`config.mk`:
```
export PLATFORM = sky130hd
export DESIGN_NAME = irq_controller
export DESIGN_NICKNAME = d
export VERILOG_FILES = /design/src/rtl/irq_controller.sv
export SDC_FILE = /design/constraint.sdc
export NUM_CORES = 1
export LEC_CHECK = 0
export ABC_AREA = 1
export ABC_CLOCK_PERIOD_IN_PS = 3380
export BUFFER_PORTS_ARGS = -buffer_cell sky130_fd_sc_hd__clkbuf_2
export CAP_MARGIN = 0
export CORE_MARGIN = 8
export CORE_UTILIZATION = 50
export DETAILED_ROUTE_END_ITERATION = 8
export PLACE_DENSITY = 0.77
export SLEW_MARGIN = 30
export SYNTH_ARGS = -nofsm -noshare
export SYNTH_HDL_FRONTEND = slang
export SYNTH_SLANG_ARGS = --single-unit
export TNS_END_PERCENT = 5
```
`constraint.sdc`:
```
create_clock -name clk -period 3.38 [get_ports clk]
set_clock_uncertainty 0.2 [all_clocks]
set_input_delay 0.338 -clock clk [delete_from_list [all_inputs] [get_ports clk]]
set_output_delay 0.338 -clock clk [all_outputs]
set_load 0.1 [all_outputs]
```
`src/rtl/irq_controller.sv`:
```
// irq_controller: prioritised, vectored interrupt controller with edge capture,
// fixed lowest-index-wins arbitration and EOI hold-off. Define IRQ_SYNC_EN for a 2-flop irqSrc synchroniser.
module irq_controller #(
  parameter int NSRC  = 8,
  parameter int VEC_W = 12
) (
  input  logic             clk,
  input  logic             nRst,
  input  logic [NSRC-1:0]  irqSrc,
  input  logic             cfgWrEn,
  input  logic [3:0]       cfgAddr,
  input  logic [31:0]      cfgData,
  output logic [31:0]      cfgRdData,
  output logic             IRQ,
  output logic [VEC_W-1:0] IRQn,
  input  logic             IRQAck,
  output logic             busy
);

  // state   | meaning
  // IDLE    | arbitrating pending & enabled sources (deferred while IRQAck=1)
  // REQ     | IRQ raised with latched vector, waiting for IRQAck
  // SERVICE | acknowledged, busy held until software writes EOI
  typedef enum logic [1:0] {
    S_IDLE    = 2'd0,
    S_REQ     = 2'd1,
    S_SERVICE = 2'd2
  } state_t;

  localparam logic [3:0] ADDR_ENABLE  = 4'd0;
  localparam logic [3:0] ADDR_PENDING = 4'd1;
  localparam logic [3:0] ADDR_EOI     = 4'd2;

  state_t            state_q;
  logic              irq_q;
  logic [VEC_W-1:0]  irqn_q;
  logic              busy_q;
  logic [2:0]        active_id_q;
  logic [NSRC-1:0]   enable_q;
  logic [NSRC-1:0]   pending_q, pending_d;
  logic [NSRC-1:0]   irq_prev_q;
  logic [VEC_W-1:0]  vector_q [NSRC];
  logic [31:0]       rd_data_q, rd_data_d;

  logic [NSRC-1:0]   src_s;
  logic [NSRC-1:0]   rise;
  logic [NSRC-1:0]   req_vec;
  logic [NSRC-1:0]   win_oh;
  logic [2:0]        win_id;
  logic [VEC_W-1:0]  win_vec;
  logic              grant;
  logic              wr_enable, wr_pending, wr_eoi;

  logic unused_cfg_bits;
  assign unused_cfg_bits = ^cfgData[31:VEC_W];

`ifdef IRQ_SYNC_EN
  logic [NSRC-1:0] sync1_q, sync2_q;

  always_ff @(posedge clk) begin
    if (!nRst) begin
      sync1_q <= '0;
      sync2_q <= '0;
    end else begin
      sync1_q <= irqSrc;
      sync2_q <= sync1_q;
    end
  end

  assign src_s = sync2_q;
`else
  assign src_s = irqSrc;
`endif

  assign wr_enable  = cfgWrEn && (cfgAddr == ADDR_ENABLE);
  assign wr_pending = cfgWrEn && (cfgAddr == ADDR_PENDING);
  assign wr_eoi     = cfgWrEn && (cfgAddr == ADDR_EOI);

  // irqPrev resets to 0 so a line already high at reset release counts as an edge
  assign rise    = src_s & ~irq_prev_q;
  assign req_vec = pending_q & enable_q;
  assign grant   = (state_q == S_IDLE) && !IRQAck && (|req_vec);

  always_comb begin
    win_id  = '0;
    win_oh  = '0;
    win_vec = '0;
    for (int i = NSRC - 1; i >= 0; i--) begin
      if (req_vec[i]) begin
        win_id     = 3'(i);
        win_oh     = '0;
        win_oh[i]  = 1'b1;
        win_vec    = vector_q[i];
      end
    end
  end

  // New edges are applied last so they win over both W1C and the grant clear
  always_comb begin
    pending_d = pending_q;
    if (wr_pending) begin
      pending_d = pending_d & ~cfgData[NSRC-1:0];
    end
    if (grant) begin
      pending_d = pending_d & ~win_oh;
    end
    pending_d = pending_d | rise;
  end

  always_comb begin
    rd_data_d = '0;
    case (cfgAddr)
      ADDR_ENABLE:  rd_data_d[NSRC-1:0] = enable_q;
      ADDR_PENDING: rd_data_d[NSRC-1:0] = pending_q;
      ADDR_EOI:     rd_data_d = {busy_q, 28'd0, active_id_q};
      default: begin
        for (int i = 0; i < NSRC; i++) begin
          if (cfgAddr == 4'(8 + i)) begin
            rd_data_d[VEC_W-1:0] = vector_q[i];
          end
        end
      end
    endcase
  end

  always_ff @(posedge clk) begin
    if (!nRst) begin
      enable_q   <= '0;
      pending_q  <= '0;
      irq_prev_q <= '0;
      rd_data_q  <= '0;
      for (int i = 0; i < NSRC; i++) begin
        vector_q[i] <= '0;
      end
    end else begin
      irq_prev_q <= src_s;
      pending_q  <= pending_d;
      rd_data_q  <= rd_data_d;
      if (wr_enable) begin
        enable_q <= cfgData[NSRC-1:0];
      end
      for (int i = 0; i < NSRC; i++) begin
        if (cfgWrEn && (cfgAddr == 4'(8 + i))) begin
          vector_q[i] <= cfgData[VEC_W-1:0];
        end
      end
    end
  end

  // IRQn is latched at grant, so later VECTOR/ENABLE writes cannot disturb a live request
  always_ff @(posedge clk) begin
    if (!nRst) begin
      state_q     <= S_IDLE;
      irq_q       <= 1'b0;
      irqn_q      <= '0;
      busy_q      <= 1'b0;
      active_id_q <= '0;
    end else begin
      case (state_q)
        S_IDLE: begin
          if (grant) begin
            active_id_q <= win_id;
            irqn_q      <= win_vec;
            irq_q       <= 1'b1;
            busy_q      <= 1'b1;
            state_q     <= S_REQ;
          end
        end
        S_REQ: begin
          if (IRQAck) begin
            irq_q   <= 1'b0;
            state_q <= S_SERVICE;
          end
        end
        S_SERVICE: begin
          if (wr_eoi) begin
            busy_q  <= 1'b0;
            state_q <= S_IDLE;
          end
        end
        default: begin
          irq_q   <= 1'b0;
          busy_q  <= 1'b0;
          state_q <= S_IDLE;
        end
      endcase
    end
  end

  assign IRQ       = irq_q;
  assign IRQn      = irqn_q;
  assign busy      = busy_q;
  assign cfgRdData = rd_data_q;

endmodule

```
==> results.cfg, run 1 <==
[critical_path]
required_ns = 3.54
worst-r2r-setup-slack_ns = 0.86
cp-start-kind = register
arrival_ns = 2.68
rr_endpoint = IRQn[6]
worst-r2r-cell-count = 7
timing.rr.start = pending_q[0]
worstPathMaxFanout = 14
path_class = reg -> reg
end_kind = register

[sta]
post-route-min-period_ns = 2.52
rsz0062_at_grt = false
drv_slew = 0
worst_pin_slew_ns = 0.720
fmax_mhz = 397
final.period_utilization_pct = 74.5
setup_tns_ns = 0
finalSetupViolations = 0
slew_headroom_pct = 51.9
hold_violations = 0

[synthesis]
ys_ff_latch = 152
postSynthCellCount = 898
synth_edf_count = 96
yosysSeqAreaShare_pct = 54.8
syn_area_um2 = 7310
syn_area_per_cell_um2 = 8.14
synthArstFlopShare_pct = 0
ys_types = 33
yosys_most_used_dff = edfxtp_1
ys_warn_count = 0

[cells_and_area]
area_growth_pct = 13.6
fin_area_um2 = 8310
nFillCells = 1255
multi_input_area_um2 = 2650
final_cell_mix = nand2_1 (221), nor2_1 (144), inv_1 (113)
drive_gt1_share_pct = 12.0
nets = 1012
layout_commonest_cell = nand2_1
seq_area_um2 = 4000

[clocking]
clock_latency_ns = 0.43
cts_tree = yes
clock-sinks = 152
cts_root_buffer = clkbuf_16
htree_levels = 4
cts_buffers = 17
cts_setup_buffers = 0
clockBufferDepth = 2
cts_resized = 0
clkTransAtPathRegs_ns = 0.06

[power]
p_sw_mw = 1.26
power_density_nw_per_um2 = 529
max-vdd-ir-drop_uv = 377
sequentialPowerShare_pct = 48.9
swShare_pct = 28.6
power_leakage_nw = 3.62
combPwrFrac_pct = 12.5
clockPowerShare_pct = 38.5
intPower_mw = 3.14

[run_status]
status = completed

[floorplanning]
die_y_um = 137
row_count = 44
coreArea_um2 = 14400
ioPinCount = 94
die-area_um2 = 18700
dieWidth_um = 137
initial_core_util_pct = 50.7

[global_route]
grtUsageTotal_pct = 23.4
antenna_found_initial = 2
grt_pass1_vias = 6105
grt_first_pass_wirelength_um = 32700
grt_max_degree = 29
grt_overflow = 0

[hold_path]
min_path_cells = 3
holdPathEnd = state_q[1]
hp-class = in -> reg
min_from = IRQAck

[detailed_routing]
drc_errors = 0
vias_per_cell = 5.55
wl_per_cell_um = 18.3
drt_iter0_drc = 788
firstDrtPassIters = 5
vias = 6439
ant_nets = 0
drt_wl_total_um = 21300

[placed_design]
globalplace.congestion = 0.917
portBuffers = 54
hpwlAfterDp_um = 15400
placed_area_um2 = 7700

[flow_run]
cap_violations = 0
[logic make-up (layout without fill, tap and decap cells)]
family | after synthesis | in the layout | synth area share [%]
other | 1 | 20 | 0.0513
and+or+nand+nor | 451 | 451 | 25.7
AOI/OAI and AO/OA | 129 | 129 | 9.58
DFF | 152 | 152 | 54.8
buffers and inverters | 165 | 225 | 9.94
[registers in the layout, indices dropped and copies added, names as in the netlist]
signal       cells
vector_q        96
state_q          2
enable_q         8
IRQn            12
irq_prev_q       8
IRQ              1
pending_q        8
active_id_q      3
busy             1
cfgRdData       13
[power groups by stage]
| stage | clock [mW] | combinational (mW) | sequential [mW] |
|---|---|---|---|
| 6_report | 1.69 | 0.550 | 2.15 |
| 5_1_grt | 1.78 | 0.584 | 2.16 |
| 4_1_cts | 1.70 | 0.544 | 2.15 |
| 3_5_place_dp | 0 | 0.536 | 2.19 |
| 3_3_place_gp | 0 | 0.531 | 2.18 |
| 2_1_floorplan | 0 | 0.291 | 2.30 |
[Yosys cell counts, drive strengths merged (2+ instances only)]
library cell  number  area share (%)
o221ai             2            0.24
buf               38             3.4
nor3               7            0.48
o22ai             13             1.1
and3               3            0.26
nor2             153             8.4
dfxtp             56              15
a31oi              4            0.34
nand4             18             1.5
a21oi             42             2.9
inv              117             6.0
clkbuf             9            0.46
a211oi             2            0.21
nand2            228              12
o211ai             7            0.72
o21ai             58             4.0
nand3             40             2.8
edfxtp            96              39
[layout make-up]
type	count	share of cell area [%]
clock buffer	19	5.33
clock inverter	12	0.964
tap	184	2.77
inverter	118	5.33
multi-input combinational	599	31.9
timing repair buffer	76	5.48
antenna	1	0.0301
sequential	152	48.2
[timing repair]
action	4_1_cts	5_1_grt
hold endpoints to repair	16	0
setup endpoints to repair	0	0
hold buffers	8	0
[worst max-delay path, cell delays in order, from the launching register on]
cell and delay, ns:
dfxtp_1 0.33, nand2_2 0.23, nand2_2 0.13, nor2_4 0.39, nand3_1 0.40, o21ai_0 0.47
nor2_1 0.18, nor2_1 0.11
[layer usage]
layer	vias to the layer above	GRT usage, %	share of wire [%]	wire (µm)
met2	369	35.2	45	9620
met5	-	0	0.038	8
met4	2	14.6	4.5	962
met3	76	5.54	11	2260
li1	3025	-	-	-
met1	2967	29.8	40	8460
[how the worst max path moves through the flow]
stage | startpoint | endpoint | slack [ns] | cells after the start
after floorplan | cfgAddr[0] | vector_q[1][36] | 1.10 | 4
after global placement | cfgAddr[3] | vector_q[0][9] | 0.88 | 7
after detailed placement | cfgAddr[3] | vector_q[0][9] | 0.83 | 7
after CTS | pending_q[0] | IRQn[9] | 1.01 | 7
after global routing | pending_q[2] | IRQn[9] | 0.86 | 7
final | pending_q[0] | IRQn[6] | 0.86 | 7
[metrics by stage]
stage	hold slack (ns)	setup WS [ns]	cells	util, %	total power [mW]
finish	0.0262	0.861	1161	57.6	4.40
global route	0.0362	0.860	1160	57.6	4.52
CTS	0.0107	1.01	1160	57.6	4.39
detailed placement	0.219	0.835	1121	53.4	2.72
global placement	0.211	0.882	1121	53.4	2.71
floorplan	0.208	1.10	916	-	2.59
(Power assumes the default switching activity.)
==> inputs of run 2 (changes only) <==
--- a/config.mk
+++ b/config.mk
@@ -6,7 +6,7 @@
 export NUM_CORES = 1
 export LEC_CHECK = 0
 export ABC_AREA = 1
-export ABC_CLOCK_PERIOD_IN_PS = 3380
+export ABC_CLOCK_PERIOD_IN_PS = 2400
 export BUFFER_PORTS_ARGS = -buffer_cell sky130_fd_sc_hd__clkbuf_2
 export CAP_MARGIN = 0
 export CORE_MARGIN = 8
==> constraint.sdc (replaced) <==
create_clock -name clk -period 2.4 [get_ports clk]
set_clock_uncertainty 0.2 [all_clocks]
set_input_delay 0.24 -clock clk [delete_from_list [all_inputs] [get_ports clk]]
set_output_delay 0.24 -clock clk [all_outputs]
set_load 0.1 [all_outputs]
==> results.cfg, run 2 (synthesized netlist as in run 1, its figures left out) <==
[run_status]
status = completed

[detailed_routing]
drt_wl_total_um = 22100
vias = 6595
firstDrtPassIters = 8
drt_iter0_drc = 791
ant_nets = 0
drc_errors = 0
wl_per_cell_um = 18.5
vias_per_cell = 5.54

[critical_path]
path_class = reg -> reg
cp-start-kind = register
required_ns = 2.57
path_delay_family = simple AND/OR/NAND/NOR gates
crit_path_top_delay_cell = o21ai_0
cp_num_buf_inv = 1
cp_slowest_stage_delay_ns = 0.50
end_kind = register
critical_path.cell_chain = nand2_2 > nand2_2 > inv_1 > nand3_1 > o21ai_0 > nor3_1 > nor2_1
arrival_ns = 2.44
worst-r2r-setup-slack_ns = 0.13
worstPathMaxFanout = 6
cpMostUsedCell = nand2_2

[sta]
fmax_mhz = 440
rsz0062_at_grt = false
worst_pin_slew_ns = 0.637
hold_violations = 0
slew_headroom_pct = 57.5
setup_tns_ns = 0
post-route-min-period_ns = 2.27
drv_slew = 0
final.period_utilization_pct = 94.8
finalSetupViolations = 0

[clocking]
clkTransAtPathRegs_ns = 0.06
clock_latency_ns = 0.43
htree_levels = 4
hold_buffers = 18
cts_buffers = 17
clock-sinks = 152
cts_tree = yes
cts_root_buffer = clkbuf_16
cts_setup_buffers = 0
cts_resized = 0
clockBufferDepth = 2

[cells_and_area]
diodes = 0
largest_reg_flops = 96
drive_gt1_share_pct = 13.3
regMostFlops = vector_q
nets = 1041
layout_commonest_cell = nand2_1
nFillCells = 1268
area_growth_pct = 17.2
seq_area_um2 = 4000
multi_input_area_um2 = 2650
post_layout_nonfiller_instances = 1190
final_cell_mix = nand2_1 (221), nor2_1 (144), inv_1 (113)

[hold_path]
hp-class = in -> reg

[floorplanning]
coreArea_um2 = 14400
initial_core_util_pct = 50.7
ioPinCount = 94
dieWidth_um = 137
die-area_um2 = 18700
die_y_um = 137
row_count = 44

[placed_design]
portBuffers = 54
hpwlAfterDp_um = 15800
placed_cells = 1140
globalplace.congestion = 0.928

[global_route]
grt_first_pass_wirelength_um = 33600
grt_pass1_vias = 6310
grt_overflow = 0
antenna_found_initial = 0
grt_max_degree = 25
grtUsageTotal_pct = 24.2

[power]
power_leakage_nw = 3.78
power_density_nw_per_um2 = 731
max-vdd-ir-drop_uv = 563

[flow_run]
cap_violations = 0
==> run 2: cell type report <==
cell class	instances	share of cell area, %
clock buffers	28	5.96
clock inverters	4	0.234
inverters	118	5.17
multi-input cells	599	30.9
flip-flops and latches	152	46.7
well taps	184	2.69
repair buffers	105	8.30
==> run 2: worst min-delay path: stages <==
cell and delay, ns:
clkbuf_2 0.15, a21oi_1 0.08, o21ai_0 0.07, o22ai_1 0.06
==> run 2: final timing paths <==
| kind | start | to | cells past startpoint |
|---|---|---|---|
| worst max-delay path | pending_q[4] | IRQn[9] | 7 |
| worst max register to register | pending_q[4] | IRQn[9] | 7 |
| worst min-delay path | cfgData[1] | pending_q[1] | 4 |
| worst min register to register | irq_prev_q[1] | pending_q[1] | 1 |
==> run 2: report_power, final <==
| group | total [mW] | internal (mW) | switching [mW] |
|---|---|---|---|
| Combinational | 0.811 | 0.162 | 0.649 |
| Clock | 2.42 | 1.44 | 0.989 |
| Sequential | 3.03 | 2.95 | 0.0813 |
==> run 2: through the flow <==
step | worst slack [ns] | total power [mW] | hold slack, ns | cell area (µm²) | util (%)
global placement | 0.351 | 3.84 | 0.212 | 7860 | 54.5
CTS | 0.273 | 6.24 | 0.00399 | 8570 | 59.4
global route | 0.0406 | 6.44 | 0.0462 | 8570 | 59.4
floorplan | 0.216 | 3.65 | 0.151 | 7380 | -
finish | 0.126 | 6.26 | 0.0259 | 8570 | 59.4
detailed placement | 0.252 | 3.85 | 0.220 | 7860 | 54.5
==> run 2: layer usage <==
| metal | part of all wire, % | vias up | GRT usage [%] |
|---|---|---|---|
| met5 | 0 | - | 0 |
| li1 | - | 3079 | - |
| met1 | 38 | 3006 | 30.3 |
| met2 | 45 | 430 | 36.7 |
| met3 | 12 | 80 | 7.20 |
| met4 | 4.6 | 0 | 13.5 |
